===== src/rtl/data_clk_gen_pkg.sv =====
// rtl/data_clk_gen_pkg.sv - shared FSM encoding and ratio constants for the data clock generator
package data_clk_gen_pkg;

  // Three-state generator FSM
  typedef enum logic [1:0] {
    ST_IDLE = 2'd0,
    ST_RUN  = 2'd1,
    ST_STOP = 2'd2
  } state_t;

  // Smallest usable period; lower requests are clamped to this and flagged
  localparam int MIN_RATIO = 2;

endpackage


===== src/rtl/data_clk_gen_if.sv =====
// rtl/data_clk_gen_if.sv - request and output bundle of the data clock generator
interface data_clk_gen_if #(
  parameter int DIV_W  = 6,
  parameter int PCNT_W = 16
);
  logic              en;
  logic [DIV_W-1:0]  div_ratio;
  logic              clk_data;
  logic              data_strobe;
  logic              active;
  logic              cfg_err;
  logic [PCNT_W-1:0] period_cnt;

  modport master (
    output en, div_ratio,
    input  clk_data, data_strobe, active, cfg_err, period_cnt
  );

  modport slave (
    input  en, div_ratio,
    output clk_data, data_strobe, active, cfg_err, period_cnt
  );
endinterface


===== src/rtl/data_clk_gen_strobe_counter.sv =====
// rtl/data_clk_gen_strobe_counter.sv - wrapping count of emitted data strobes
module strobe_counter #(
  parameter int PCNT_W = 16
) (
  input  logic              clk,
  input  logic              rst,
  input  logic              i_strobe,
  output logic [PCNT_W-1:0] o_period_cnt
);

  logic [PCNT_W-1:0] r_period_cnt;

  // Count one per registered strobe, so the new value shows the cycle after the pulse
  always_ff @(posedge clk or posedge rst) begin
    if (rst) begin
      r_period_cnt <= '0;
    end else if (i_strobe) begin
      r_period_cnt <= r_period_cnt + PCNT_W'(1);
    end
  end

  assign o_period_cnt = r_period_cnt;

endmodule


===== src/rtl/data_clk_gen.sv =====
// rtl/data_clk_gen.sv - programmable-period data clock generator with start/stop FSM
module data_clk_gen
  import data_clk_gen_pkg::*;
#(
  parameter int DIV_W  = 6,
  parameter int PCNT_W = 16
) (
  input logic         clk,
  input logic         rst,
  data_clk_gen_if.slave bus
);

  localparam logic [DIV_W-1:0] L_MIN = DIV_W'(MIN_RATIO);

  state_t           r_state;
  state_t           w_state_nxt;
  logic [DIV_W-1:0] r_cnt;
  logic [DIV_W-1:0] r_n_lat;
  logic             r_clk_data;
  logic             r_strobe;
  logic             r_active;
  logic             r_cfg_err;

  logic             w_wrap;
  logic             w_start;
  logic             w_low_req;
  logic [DIV_W-1:0] w_cnt_nxt;
  logic [DIV_W-1:0] w_n_nxt;
  logic             w_clk_nxt;

  assign w_wrap    = (r_cnt == (r_n_lat - DIV_W'(1)));
  assign w_low_req = (bus.div_ratio < L_MIN);

  // State register
  always_ff @(posedge clk or posedge rst) begin
    if (rst) begin
      r_state <= ST_IDLE;
    end else begin
      r_state <= w_state_nxt;
    end
  end

  // Next state: a dropped request lets the running period finish before idling
  always_comb begin
    w_state_nxt = r_state;
    case (r_state)
      ST_IDLE: w_state_nxt = bus.en ? ST_RUN : ST_IDLE;
      ST_RUN: begin
        if (!bus.en) begin
          w_state_nxt = w_wrap ? ST_IDLE : ST_STOP;
        end
      end
      ST_STOP: begin
        if (bus.en) begin
          w_state_nxt = ST_RUN;
        end else if (w_wrap) begin
          w_state_nxt = ST_IDLE;
        end
      end
      default: w_state_nxt = ST_IDLE;
    endcase
  end

  // Output decode: period start, ratio latch and next phase of the data clock
  always_comb begin
    w_start   = (w_state_nxt == ST_RUN) && ((r_state == ST_IDLE) || w_wrap);
    w_n_nxt   = r_n_lat;
    if (w_start) begin
      w_n_nxt = w_low_req ? L_MIN : bus.div_ratio;
    end
    w_cnt_nxt = r_cnt + DIV_W'(1);
    if ((r_state == ST_IDLE) || (w_state_nxt == ST_IDLE) || w_wrap) begin
      w_cnt_nxt = '0;
    end
    w_clk_nxt = (w_state_nxt != ST_IDLE) && (w_cnt_nxt < (w_n_nxt >> 1));
  end

  // Datapath and output registers; every output leaves straight from a flop
  always_ff @(posedge clk or posedge rst) begin
    if (rst) begin
      r_cnt      <= '0;
      r_n_lat    <= L_MIN;
      r_clk_data <= 1'b0;
      r_strobe   <= 1'b0;
      r_active   <= 1'b0;
      r_cfg_err  <= 1'b0;
    end else begin
      r_cnt      <= w_cnt_nxt;
      r_n_lat    <= w_n_nxt;
      r_clk_data <= w_clk_nxt;
      r_strobe   <= w_start;
      r_active   <= (w_state_nxt != ST_IDLE);
      r_cfg_err  <= w_start && w_low_req;
    end
  end

  strobe_counter #(
    .PCNT_W(PCNT_W)
  ) u_strobe_counter (
    .clk          (clk),
    .rst          (rst),
    .i_strobe     (r_strobe),
    .o_period_cnt (bus.period_cnt)
  );

  assign bus.clk_data    = r_clk_data;
  assign bus.data_strobe = r_strobe;
  assign bus.active      = r_active;
  assign bus.cfg_err     = r_cfg_err;

endmodule


===== src/flat_wrapper.sv =====
// flat-port wrapper written by rule: the top's interface ports become plain ports
module data_clk_gen_flat import data_clk_gen_pkg::*;
#(
  parameter int DIV_W  = 6,
  parameter int PCNT_W = 16
)
  (clk, rst, bus_en, bus_div_ratio, bus_clk_data, bus_data_strobe, bus_active, bus_cfg_err, bus_period_cnt);
  data_clk_gen_if #(.DIV_W(DIV_W), .PCNT_W(PCNT_W)) bus_i ();
  input logic clk;
  input logic rst;
  input wire logic [$bits(bus_i.en)-1:0] bus_en;
  input wire logic [$bits(bus_i.div_ratio)-1:0] bus_div_ratio;
  output wire logic [$bits(bus_i.clk_data)-1:0] bus_clk_data;
  output wire logic [$bits(bus_i.data_strobe)-1:0] bus_data_strobe;
  output wire logic [$bits(bus_i.active)-1:0] bus_active;
  output wire logic [$bits(bus_i.cfg_err)-1:0] bus_cfg_err;
  output wire logic [$bits(bus_i.period_cnt)-1:0] bus_period_cnt;
  assign bus_i.en = bus_en;
  assign bus_i.div_ratio = bus_div_ratio;
  assign bus_clk_data = bus_i.clk_data;
  assign bus_data_strobe = bus_i.data_strobe;
  assign bus_active = bus_i.active;
  assign bus_cfg_err = bus_i.cfg_err;
  assign bus_period_cnt = bus_i.period_cnt;
  data_clk_gen #(.DIV_W(DIV_W), .PCNT_W(PCNT_W)) u_core (.clk(clk), .rst(rst), .bus(bus_i));
endmodule

===== config.mk =====
export PLATFORM = sky130hd
export DESIGN_NAME = data_clk_gen_flat
export DESIGN_NICKNAME = d
export VERILOG_FILES = /design/src/rtl/data_clk_gen_pkg.sv /design/src/rtl/data_clk_gen_if.sv /design/src/rtl/data_clk_gen_strobe_counter.sv /design/src/rtl/data_clk_gen.sv /design/src/flat_wrapper.sv
export SDC_FILE = /design/constraint.sdc
export NUM_CORES = 1
export LEC_CHECK = 0
export BUFFER_PORTS_ARGS = -buffer_cell sky130_fd_sc_hd__buf_2
export CAP_MARGIN = 15
export CORE_ASPECT_RATIO = 0.5
export CORE_MARGIN = 8
export CORE_UTILIZATION = 24
export DETAILED_ROUTE_END_ITERATION = 12
export GPL_TIMING_DRIVEN = 0
export PLACE_DENSITY = 0.38
export REMOVE_ABC_BUFFERS = 1
export SETUP_SLACK_MARGIN = 0.1
export SLEW_MARGIN = 20
export SYNTH_ARGS = -nofsm -noshare
export SYNTH_HDL_FRONTEND = slang
export SYNTH_SLANG_ARGS = --single-unit

===== constraint.sdc =====
create_clock -name clk -period 3.7 [get_ports clk]
set_clock_uncertainty 0.15 [all_clocks]
set_input_delay 0.185 -clock clk [delete_from_list [all_inputs] [get_ports clk]]
set_output_delay 0.185 -clock clk [all_outputs]
set_load 0.005 [all_outputs]

==> flow_summary.toml <==
[status]
outcome = "completed"

[yosys]
ys_types = 37
ys.flop_type = "dfrtp_1"
async_flop_share_pct = 100
ys_seq_elements = 34
synth-edff-count = 0
ys_warn_count = 0
synth_area_per_cell_um2 = 11.5
yosysTopAreaCell = "dfrtp_1"
yosys-top-cells-area = "dfrtp_1, xnor2_1, xor2_1"
syn_area_um2 = 1700
yosysTopAreaCellShare_pct = 48.7
syn_inst = 148
seq_area_frac_synth_pct = 50.2

[sta]
fin_tns_setup_ps = 0
max_clock_freq_ghz = 0.293
worstMarginPinSlew_ps = 401
finalWorstSetupSlack_ps = 285
fin_crit_sh_pct = 92.3
hold_viol = 0
hold_ws_ps = 1.20
setup_viol = 0
slew_headroom_pct = 73.2
min_period_ps = 3420
rsz0062_at_grt = "false"
slew_viol_final = 0

[grt]
grt_usage_pct = 7.90
grt_max_degree = 24
grt_pass1_wl_um = 6260
grt-ovfl-total = 0
grt_pass1_vias = 1243
grt_antenna_before_repair = 0

[worst_hold_path]
worstHoldPathType = "primary input to flop"
hold_end = "u_core.r_state[1]"
min_from = "bus_en"
holdPathStages = 2

[placed_design]
place_ws_ps = 46.1
hpwl_um = 2720
routabilityCongestion = 0.755
io_buffer_count = 28

[floorplanning]
core_um2 = 6750
row_count = 21
ios = 29
die-area_um2 = 10200
start_util_pct = 25.1
die_w_um = 135
die_h_um = 75.5

[clock_tree]
ctsRootBufferMaster = "clkbuf_16"
cts.clk_slew.worst_paths_ps = 60
numCtsBuffers = 5
cts_tree = "done"
htreeDepth = 2
clock_latency_ps = 270
clockBufferDepth = 2
clkSinkCount = 34

[drt]
vias = 1205
first_pass_iters = 4
via_per_inst = 4.30
wire_per_inst_um = 12.8
drtIter0Drc = 45
wl_um = 3600
ant_nets = 0
drcViolationCount = 0

[worst_setup_path]
crit_arrival_ps = 3470
crit_top_cell = "a21o_1"
r2r_setup_slack_ps = 280
required_ps = 3760
path_max_fanout = 4
end_kind = "flop"
crit_type = "flop to flop"
cp_top_family = "compound AO/OA/AOI/OAI gates"
rr_endpoint = "u_core.bus.clk_data"
worstSetupStartpointType = "flop"
slowest_delay_ps = 560
crit_chain = "inv_1 > ha_1 > or3_1 > a31o_4 > o31ai_4 > nand3_4 > mux2i_4 > ha_4 > a21o_1 > a21o_1 > a221oi_2 > o311a_1 > o21a_1"
cp_num_buf_inv = 1
slowest_stage = "dfstp_2"
r2r_start = "u_core.r_n_lat[1]"
startpoint = "u_core.r_n_lat[1]"
reg2reg_depth = 13

[pwr]
power.leakage_nw = 1.05
power.total_mw = 1.49
ir_drop_mv = 0.171
power_density_nw_per_um2 = 669

[final_layout]
n_antenna_cell = 0
syn_to_final_growth_pct = 30.8
drive_gt1_share_pct = 30.9
final_cell_mix = "dfrtp_1, buf_2, xnor2_1"
finalNetCount = 203
final_common_cell = "dfrtp_1"

[job]
maxCapViolCount = 0
==> routing by layer <==
layer  vias to the layer above  part of all wire [%]  GRT usage, %
li1                        593                     -             -
met1                       594                    45          9.50
met2                        16                    48          12.9
met3                         2                   5.2          2.70
met4                         0                   1.1          3.33
met5                         -                     0             0
==> how the worst max path moves through the flow <==
stage	depth (start not counted)	to	slack, ps
final	13	u_core.bus.clk_data	280
after global routing	12	u_core.bus.clk_data	160
after CTS	13	u_core.bus.clk_data	110
after detailed placement	12	u_core.bus.clk_data	50
after global placement	12	u_core.bus.clk_data	-3
after floorplan	13	u_core.bus.clk_data	400
==> Yosys cell counts (2+ instances only) <==
cell,count
nand4_1,4
a21o_1,2
nand2_1,7
nand3_1,9
nor3_1,2
mux2_2,3
mux2i_1,3
o21ai_0,3
nand2b_1,2
inv_1,8
nor2b_1,2
nor2_1,13
xnor2_1,15
xor2_1,11
dfrtp_1,33
o21a_1,2
ha_1,7
o21ai_1,2
and3_1,2
==> repair_timing <==
action                                 CTS  global route
pin swaps                                1             4
buffers inserted                         1             0
endpoints found under the hold margin   34             0
resized for setup                        5             4
hold buffers                             2             0
setup endpoints to repair                1             1
==> flip-flops by register name (all words and copies together), names as in the netlist <==
signal and flops:
u_core.u_strobe_counter.o_period_cnt 16, u_core.r_state 2, u_core.bus.active 1, u_core.bus.cfg_err 1, u_core.bus.data_strobe 1, u_core.r_cnt 6, u_core.bus.clk_data 1, u_core.r_n_lat 6
==> per-stage QoR <==
step | util (%) | cells | area [um^2]
after floorplan | - | 148 | 1700
after global placement | 28.9 | 268 | 1950
after CTS | 32.4 | 280 | 2190
after global routing | 32.9 | 280 | 2220
final | 32.9 | 280 | 2220
after detailed placement | 29.2 | 269 | 1970
==> kinds of logic after synthesis <==
logic type               count (synthesis)  synth area share [%]
AND/OR/NAND/NOR                         48                  15.7
flip-flops                              34                  50.2
XOR/XNOR                                26                  13.4
AO/OA/AOI/OAI                           17                  8.85
buffers and inverters                    9                  1.99
multiplexers                             7                  4.65
adder cells (fa/ha/maj)                  7                  5.16
==> report_power, final <==
group	total, mW	internal [mW]	switching [mW]	leakage (nW)
Sequential	0.568	0.458	0.110	0.439
Combinational	0.451	0.221	0.230	0.532
Clock	0.467	0.315	0.152	0.0836
==> area by class of cell <==
cell class,count,area [um^2]
inverters,9,33.8
flip-flops and latches,34,852
fillers,665,4530
clock inverters,3,40.0
multi-input cells,105,866
clock buffers,5,125
well taps,92,115
repair buffers,32,188
(Power assumes the default switching activity.)
